[src/rtl/vert_obstacle_mover.sv]
// Vertical bar obstacle with a moving pass-through gap, decoded from the VGA raster counters.
// Latency: one clk from hcount/vcount to red/pixel_on; gap_top moves on frame_tick only.
// Backpressure: none; the pixel stream is free-running and motion is gated by run sampled on frame_tick.
//
// Ports:
//   clk, rst_n       pixel clock, asynchronous active-low reset
//   hcount, vcount   current raster column / line (blanking counts 640+/480+ are allowed)
//   frame_tick       one-cycle pulse per frame, expected during vertical blanking
//   run              1 = gap moves on each frame_tick, 0 = gap frozen
//   red              registered colour channel (COLOR while the pixel is on, else 0)
//   pixel_on         registered bar-pixel flag for collision logic
//   gap_top          current first line of the gap
//
// Build option: define VOBST_BOUNCE_EN to make the gap bounce between Y_TOP and GAP_MAX
// instead of wrapping from GAP_MAX back to Y_TOP.

module vert_obstacle_mover #(
  parameter int         X_LEFT   = 308,
  parameter int         BAR_W    = 8,
  parameter int         Y_TOP    = 8,
  parameter int         Y_BOT    = 471,
  parameter int         GAP_H    = 48,
  parameter int         STEP     = 2,
  parameter int         GAP_INIT = 200,
  parameter logic [3:0] COLOR    = 4'hF
) (
  input  logic       clk,
  input  logic       rst_n,
  input  logic [9:0] hcount,
  input  logic [9:0] vcount,
  input  logic       frame_tick,
  input  logic       run,
  output logic [3:0] red,
  output logic       pixel_on,
  output logic [9:0] gap_top
);

  // Lowest line the gap top may occupy so the gap still ends on Y_BOT.
  localparam int GAP_MAX = Y_BOT - GAP_H + 1;

  // All raster comparisons are done in 11 bits so that gap_top+GAP_H-1 and
  // gap_top+STEP can never wrap around the 10-bit counter range.
  localparam logic [10:0] X_LO    = 11'(X_LEFT);
  localparam logic [10:0] X_HI    = 11'(X_LEFT + BAR_W - 1);
  localparam logic [10:0] Y_LO    = 11'(Y_TOP);
  localparam logic [10:0] Y_HI    = 11'(Y_BOT);
  localparam logic [10:0] GMAX_11 = 11'(GAP_MAX);
  localparam logic [10:0] STEP_11 = 11'(STEP);
  localparam logic [10:0] GAPH_M1 = 11'(GAP_H - 1);

  localparam logic [9:0]  GAP_RST = 10'(GAP_INIT);
  localparam logic [9:0]  YTOP_10 = 10'(Y_TOP);
  localparam logic [9:0]  GMAX_10 = 10'(GAP_MAX);
  localparam logic [9:0]  STEP_10 = 10'(STEP);

  typedef enum logic {
    PAUSED = 1'b0,
    MOVING = 1'b1
  } state_t;

  state_t      state_q;
  state_t      state_d;
  logic [9:0]  gap_d;
  logic [10:0] gap_sum;

`ifdef VOBST_BOUNCE_EN
  typedef enum logic {
    DOWN = 1'b0,
    UP   = 1'b1
  } dir_t;

  dir_t dir_q;
  dir_t dir_d;
`endif

  assign gap_sum = {1'b0, gap_top} + STEP_11;

  // ---------------------------------------------------------------------------
  // Motion FSM: run is only looked at on frame_tick, and the tick that enters
  // MOVING already moves the gap (the decision uses the resulting state).
  // ---------------------------------------------------------------------------
  always_comb begin
    state_d = state_q;
    gap_d   = gap_top;
`ifdef VOBST_BOUNCE_EN
    dir_d   = dir_q;
`endif
    if (frame_tick) begin
      state_d = run ? MOVING : PAUSED;
      if (state_d == MOVING) begin
`ifdef VOBST_BOUNCE_EN
        if (dir_q == DOWN) begin
          // Clamp onto the bottom stop and turn around there.
          if (gap_sum > GMAX_11) begin
            gap_d = GMAX_10;
            dir_d = UP;
          end else begin
            gap_d = gap_sum[9:0];
          end
        end else begin
          // Compare before subtracting so the 10-bit difference cannot underflow.
          if ({1'b0, gap_top} < (Y_LO + STEP_11)) begin
            gap_d = YTOP_10;
            dir_d = DOWN;
          end else begin
            gap_d = gap_top - STEP_10;
          end
        end
`else
        gap_d = (gap_sum > GMAX_11) ? YTOP_10 : gap_sum[9:0];
`endif
      end
    end
  end

  always_ff @(posedge clk or negedge rst_n) begin
    if (!rst_n) begin
      state_q <= PAUSED;
      gap_top <= GAP_RST;
    end else begin
      state_q <= state_d;
      gap_top <= gap_d;
    end
  end

`ifdef VOBST_BOUNCE_EN
  // Direction survives PAUSED so a resumed gap keeps heading the same way.
  always_ff @(posedge clk or negedge rst_n) begin
    if (!rst_n) begin
      dir_q <= DOWN;
    end else begin
      dir_q <= dir_d;
    end
  end
`endif

  // ---------------------------------------------------------------------------
  // Pixel decode. gap_top only changes during blanking, so using the live
  // register here never tears the visible frame.
  // ---------------------------------------------------------------------------
  logic [10:0] h_11;
  logic [10:0] v_11;
  logic [10:0] gap_11;
  logic        in_bar;
  logic        in_gap;
  logic        on;

  assign h_11   = {1'b0, hcount};
  assign v_11   = {1'b0, vcount};
  assign gap_11 = {1'b0, gap_top};

  assign in_bar = (h_11 >= X_LO) && (h_11 <= X_HI) && (v_11 >= Y_LO) && (v_11 <= Y_HI);
  assign in_gap = (v_11 >= gap_11) && (v_11 <= (gap_11 + GAPH_M1));
  assign on     = in_bar && !in_gap;

  always_ff @(posedge clk or negedge rst_n) begin
    if (!rst_n) begin
      red      <= 4'h0;
      pixel_on <= 1'b0;
    end else begin
      red      <= on ? COLOR : 4'h0;
      pixel_on <= on;
    end
  end

endmodule
[config.mk]
export PLATFORM = sky130hd
export DESIGN_NAME = vert_obstacle_mover
export DESIGN_NICKNAME = d
export VERILOG_FILES = /design/src/rtl/vert_obstacle_mover.sv
export SDC_FILE = /design/constraint.sdc
export NUM_CORES = 1
export LEC_CHECK = 0
export ABC_CLOCK_PERIOD_IN_PS = 2800
export BUFFER_PORTS_ARGS = -buffer_cell sky130_fd_sc_hd__buf_2
export CAP_MARGIN = 20
export CORE_MARGIN = 10
export CORE_UTILIZATION = 48
export DETAILED_ROUTE_END_ITERATION = 6
export PLACE_DENSITY = 0.79
export SLEW_MARGIN = 20
export SYNTH_ARGS = -nofsm -noshare
export SYNTH_HDL_FRONTEND = slang
export SYNTH_SLANG_ARGS = --single-unit
[constraint.sdc]
create_clock -name clk -period 2.8 [get_ports clk]
set_input_delay 0.28 -clock clk [delete_from_list [all_inputs] [get_ports clk]]
set_output_delay 0.28 -clock clk [all_outputs]
set_load 0.005 [all_outputs]
# ---- Word level (Yosys, flattened, before mapping)
# Cells that the tools add are included.
dict set report word_totals {
  ff_bits 15
  input_bits 24
  output_inout_bits 15
  elab_cells 22
}
dict set report classes {
  addsub 2
  reduce_logical 7
  n_lt_le_gt_ge 7
  mux 3
}
# operator count
set op_table {}
lappend op_table {{10-bit by 9-bit <= comparator with 1-bit output (second input constant)} 2}
lappend op_table {{10-bit by 2-bit adder with 11-bit output (second input constant)} 1}
lappend op_table {{10-bit by 6-bit adder with 11-bit output (second input constant)} 1}
lappend op_table {{11-bit by 9-bit > comparator with 1-bit output (second input constant)} 1}
lappend op_table {{10-bit by 11-bit <= comparator with 1-bit output} 1}
lappend op_table {{10-bit greater-or-equal comparator} 1}
lappend op_table {{10-bit by 4-bit greater-or-equal comparator with 1-bit output (second input constant)} 1}
lappend op_table {{10-bit by 9-bit greater-or-equal comparator with 1-bit output (second input constant)} 1}
lappend op_table {{10-bit two-way mux} 1}
lappend op_table {{1-bit logical AND} 5}
lappend op_table {{4-bit two-way mux} 1}
lappend op_table {{2-bit AND reduction} 1}
lappend op_table {{1-bit logical NOT} 1}
lappend op_table {{1-bit two-way mux} 1}

# ---- Longest topological paths before layout
dict set report logic_depth {
  word_depth 6
  ltp_mapped 13
  depth_no_buf 12
}

# ---- Worst setup path after synthesis
# OpenSTA, ideal clock, no wires.
dict set report synth_path {
  path_kind {reg2reg}
  startpoint {reg gap_top[3]}
  endpoint {reg red[2]}
  arrival_ns 2.203
  path_buffers 1
  setup_slack_ns 0.471
  synth_period_minus_slack_ns 2.329
  path_stages_with_launch 14
  setup_time_ns 0.125
  required_time_ns 2.675
  cell_sequence {dfstp_2 -> buf_4 -> inv_1 -> nand3_1 -> a21oi_1 -> nor2_1 -> xnor2_1 -> ha_1 -> o21ai_0 -> nand2b_1 -> a21oi_1 -> a31oi_1 -> o211ai_1 -> a2111oi_0}
}
dict set report synth_via {
  elab_chain_len 6
  elab_cells_between_ends 7
  classes_between {add/sub: 1; order compare: 2; mux: 1; reduce/logical: 3}
}
# element line_no
set synth_lines {}
lappend synth_lines {{start: declaration} 35} ;# output logic [9:0] gap_top
lappend synth_lines {{start signal: assignment} 122} ;# gap_top <= gap_d;
lappend synth_lines {{10-bit by 6-bit adder with 11-bit output} 153} ;# assign in_gap = (v_11 >= gap_11) && (v_11 <= (gap_11 + GAPH_M1));
lappend synth_lines {{10-bit by 11-bit <= comparator with 1-bit output} 153}
lappend synth_lines {{1-bit logical AND (*)} 153}
lappend synth_lines {{1-bit logical NOT (*)} 154} ;# assign on = in_bar && !in_gap;
lappend synth_lines {{1-bit logical AND (*)} 154}
lappend synth_lines {{named net on} 146} ;# logic on;
lappend synth_lines {{4-bit two-way mux (*)} 161} ;# red <= on ? COLOR : 4'h0;
lappend synth_lines {{end signal: assignment} 161}
lappend synth_lines {{end: declaration} 33} ;# output logic [3:0] red,
# Mark *: on every way through the listed nets, which the timed path passes. The rest lies on a longest branch.
# A chain may end at the register's enable or synchronous reset.

# ---- Worst setup path after layout
dict set report layout_path {
  startpoint {reg gap_top[1]}
  endpoint {reg red[2]}
}
# Same word-level chain as after synthesis.

==> impl_results.md <==
- Clk sinks: 10
- DR vias: 1,254
- Largest net degree at the start of global routing: 12
- Hold Crit Class: input port to register
- DPL Wire Length: 2.676 mm
- CP Data Arrival Time: 2.65 ns
- Fmax: 0.3986 GHz
- Cell area after layout: 1525 um2
- Antenna violations before repair: 0
- Prevailing post-synth register cell: dfrtp_1
- Num CTS Buffers: 3
- CTS Buffer Depth: 2
- Wire per inst: 13.91 um
- Initial drt markers: 55
- Hold Path Depth: 3
- Top fanout value on the critical path: 6
- Synth area leaders: ha_1 (20%), dfrtp_1 (13%), xnor2_1 (8.5%), a21oi_1 (6.0%), dfstp_2 (5.9%)
- Status: finished clean
- Yosys cell types: 43
- Max VDD drop: 0.0006326 V
- Total number of yosys warnings: 0
- Mapped Cells: 164
- CTS Root Cell: clkbuf_4
- H-tree lvl count: 1
- Row count: 19
- Drt first pass iters: 4
- Area delta synth->final: 13.40%
- # hold bufs at CTS: 1
- Crit path cell chain: inv_1, nand3_1, a21oi_1, nor2_1, xnor2_1, ha_1, o21ai_0, nand2b_1, a21oi_1, a31oi_1, o211ai_1, a2111oi_0
- Setup TNS: 0 ns
- Final setup fails: 0
- CTS tree: yes
- Antenna-violating nets left: 0
- IO buf count: 35
- WP data required: 2.94 ns
- Slew Limit Fails: 0
- #FFs+latches synth: 10
- Layout cells sized above 1: a little over a quarter
- Sequential area share after synthesis: 18.88%
- Fin cells: 226
- Layout fillers: 282
- Initial Utilization: 49.63%
- First-pass GRT wire length: 5.526 mm
- Most Frequent Cell on Critical Path: a21oi_1
- Slowest cell on the critical path: dfrtp_1
- Die X: 72.94 um
- Hold Vio Cnt, Final: 0
- Post-CTS sizing: 0
- Clk_skew: 0.009230 ns
- Nets: between 200 and 250
- DP Area: 1489 um2
- Post-CTS setup buffers: 0
- Height of the die: around 73 um
- Worst Setup End Kind: register
- All-Layer GR Usage: between 10% and 20%
- Post-route DRC: 0
- Total power divided by cell area: 796.7 nW/um2
- Core area: about 2700 um2
- Clk Latency, worst-skew pair: 0.28 ns
- Ant diodes: 0
- R2R cell count: 12
- Die area: 5320 um2
- Tmin final: 2.509 ns
- Top-area cell type share of the netlist area: 19.53%
- Vias in the first global route: 1,288
- Global route overflow: 0
- Max-Cap Viols: 0
- Largest area contributor in the netlist: ha_1
- Mapped Area: ~1300 um2
- Ys async rst share: 100.0%
- Final Util: 56.28%
- LEAKAGE: 0.7241 nW
- Routed wire length: 3.144 mm
- GPL Wtd Cong: about 0.86
- Clock-pin slew on the worst setup and hold paths: 0.07 ns
- Max incr delay on CP: between 0.3 and 0.4 ns
- Crit Path Class: register to register
- I/O Pins: 39
- Unrepaired setup endpoints after global routing: no
- Setup crit start kind: register
- EDFF count, synth: 0
- Final worst-path cycle share: 89.60%
- Net Count, Synth: 209
- Post-Place Cells: 221
- Avg Synthesized Cell Area: 8.201 um2
- Vias per cell: 5.549
per-layer routing:
layer  track usage (%)  up-vias  share of wire, %
met5                 0        -                 0
met4             2.954        0              0.48
met3             5.850        4               9.7
met2             21.10       37                48
met1             13.90      558                42
li1                  -      655                 -
final cells by class:
class                   count  area, um2  area share (%)
clock buffers               4      26.28           1.723
flip-flops and latches     10      254.0           16.65
repair buffers             41      222.7           14.60
inverters                  10      40.04           2.625
well taps                  31      38.79           2.543
multi-input cells         130      943.4           61.85
through the flow:
stage                     total power [mW]  hold WS (ns)  setup slack [ns]
after floorplan                     0.9022      -0.01559            0.4715
after global placement               1.096        0.1523            0.3181
after detailed placement             1.108        0.1538            0.3043
after CTS                            1.223        0.2951            0.2669
after global routing                 1.359        0.2908           0.07126
final                                1.215        0.3003            0.2912
registers in the layout, indices dropped and copies added, names as in the netlist:
| name | flops |
|---|---|
| gap_top | 9 |
| red | 1 |
final timing paths:
path,startpoint,end,slack [ns]
setup / recovery,gap_top[1]$_DFFE_PN0P_,red[2]$_DFF_PN0_,0.29
hold reg to reg,gap_top[7]$_DFFE_PN1P_,gap_top[7]$_DFFE_PN1P_,0.59
setup reg to reg,gap_top[1]$_DFFE_PN0P_,red[2]$_DFF_PN0_,0.29
max in group asynchronous,rst_n,gap_top[7]$_DFFE_PN1P_,2.14
min in group asynchronous,rst_n,gap_top[5]$_DFFE_PN0P_,0.39
hold / removal,hcount[2],red[2]$_DFF_PN0_,0.30
worst max-delay path, delay by kind of cell, from the launching register on:
kind | cells | cell delay [ns]
AOI/OAI and AO/OA | 6 | 1.08
DFF | 1 | 0.37
and+or+nand+nor | 3 | 0.32
adders and majority gates | 1 | 0.30
buffers and inverters | 1 | 0.15
xor gates and xnor gates | 1 | 0.14
cells in the final DEF, fill, tap and decap left out, types with 2 or more instances in the layout:
master	synthesis	routed
o211ai_1	4	4
a211oi_1	2	2
nor3_1	3	3
a21oi_1	16	16
nand3_1	6	6
dfrtp_1	7	7
buf_4	8	5
nand2_1	12	12
xnor2_1	13	13
and2_1	3	3
o21ai_0	8	8
nor2_1	8	8
a21o_1	4	4
ha_1	21	21
dfstp_2	3	3
nand4_1	6	6
buf_2	2	35
inv_1	9	9
o31ai_1	2	2
nand2b_1	2	2
clkbuf_4	0	3
kinds of logic (layout without fill, tap and decap cells):
| logic type | Yosys count | in the layout | share of synthesized area, % |
|---|---|---|---|
| other cells | 1 | 1 | 0.2788 |
| fa+ha+maj | 21 | 21 | 19.53 |
| buf+inv | 24 | 55 | 10.98 |
| xor+xnor | 13 | 13 | 8.465 |
| mux | 1 | 1 | 0.7442 |
| flops | 10 | 10 | 18.88 |
| simple gates | 48 | 48 | 19.07 |
| compound gates | 46 | 46 | 22.05 |
Yosys cell counts, types with 4 or more instances:
library cell,instances
nand2_1,12
nand4_1,6
a21oi_1,16
ha_1,21
xnor2_1,13
inv_1,9
nand3_1,6
o211ai_1,4
dfrtp_1,7
a21o_1,4
o21ai_0,8
nor2_1,8
buf_4,8
where the power goes:
part	internal (mW)	leakage [nW]	switching, mW
Clock	0.0552	0.0150	0.0528
Combinational	0.392	0.589	0.462
Sequential	0.201	0.120	0.0517
Total	0.648	0.724	0.567
No activity file was read; power rests on OpenSTA's default activity.
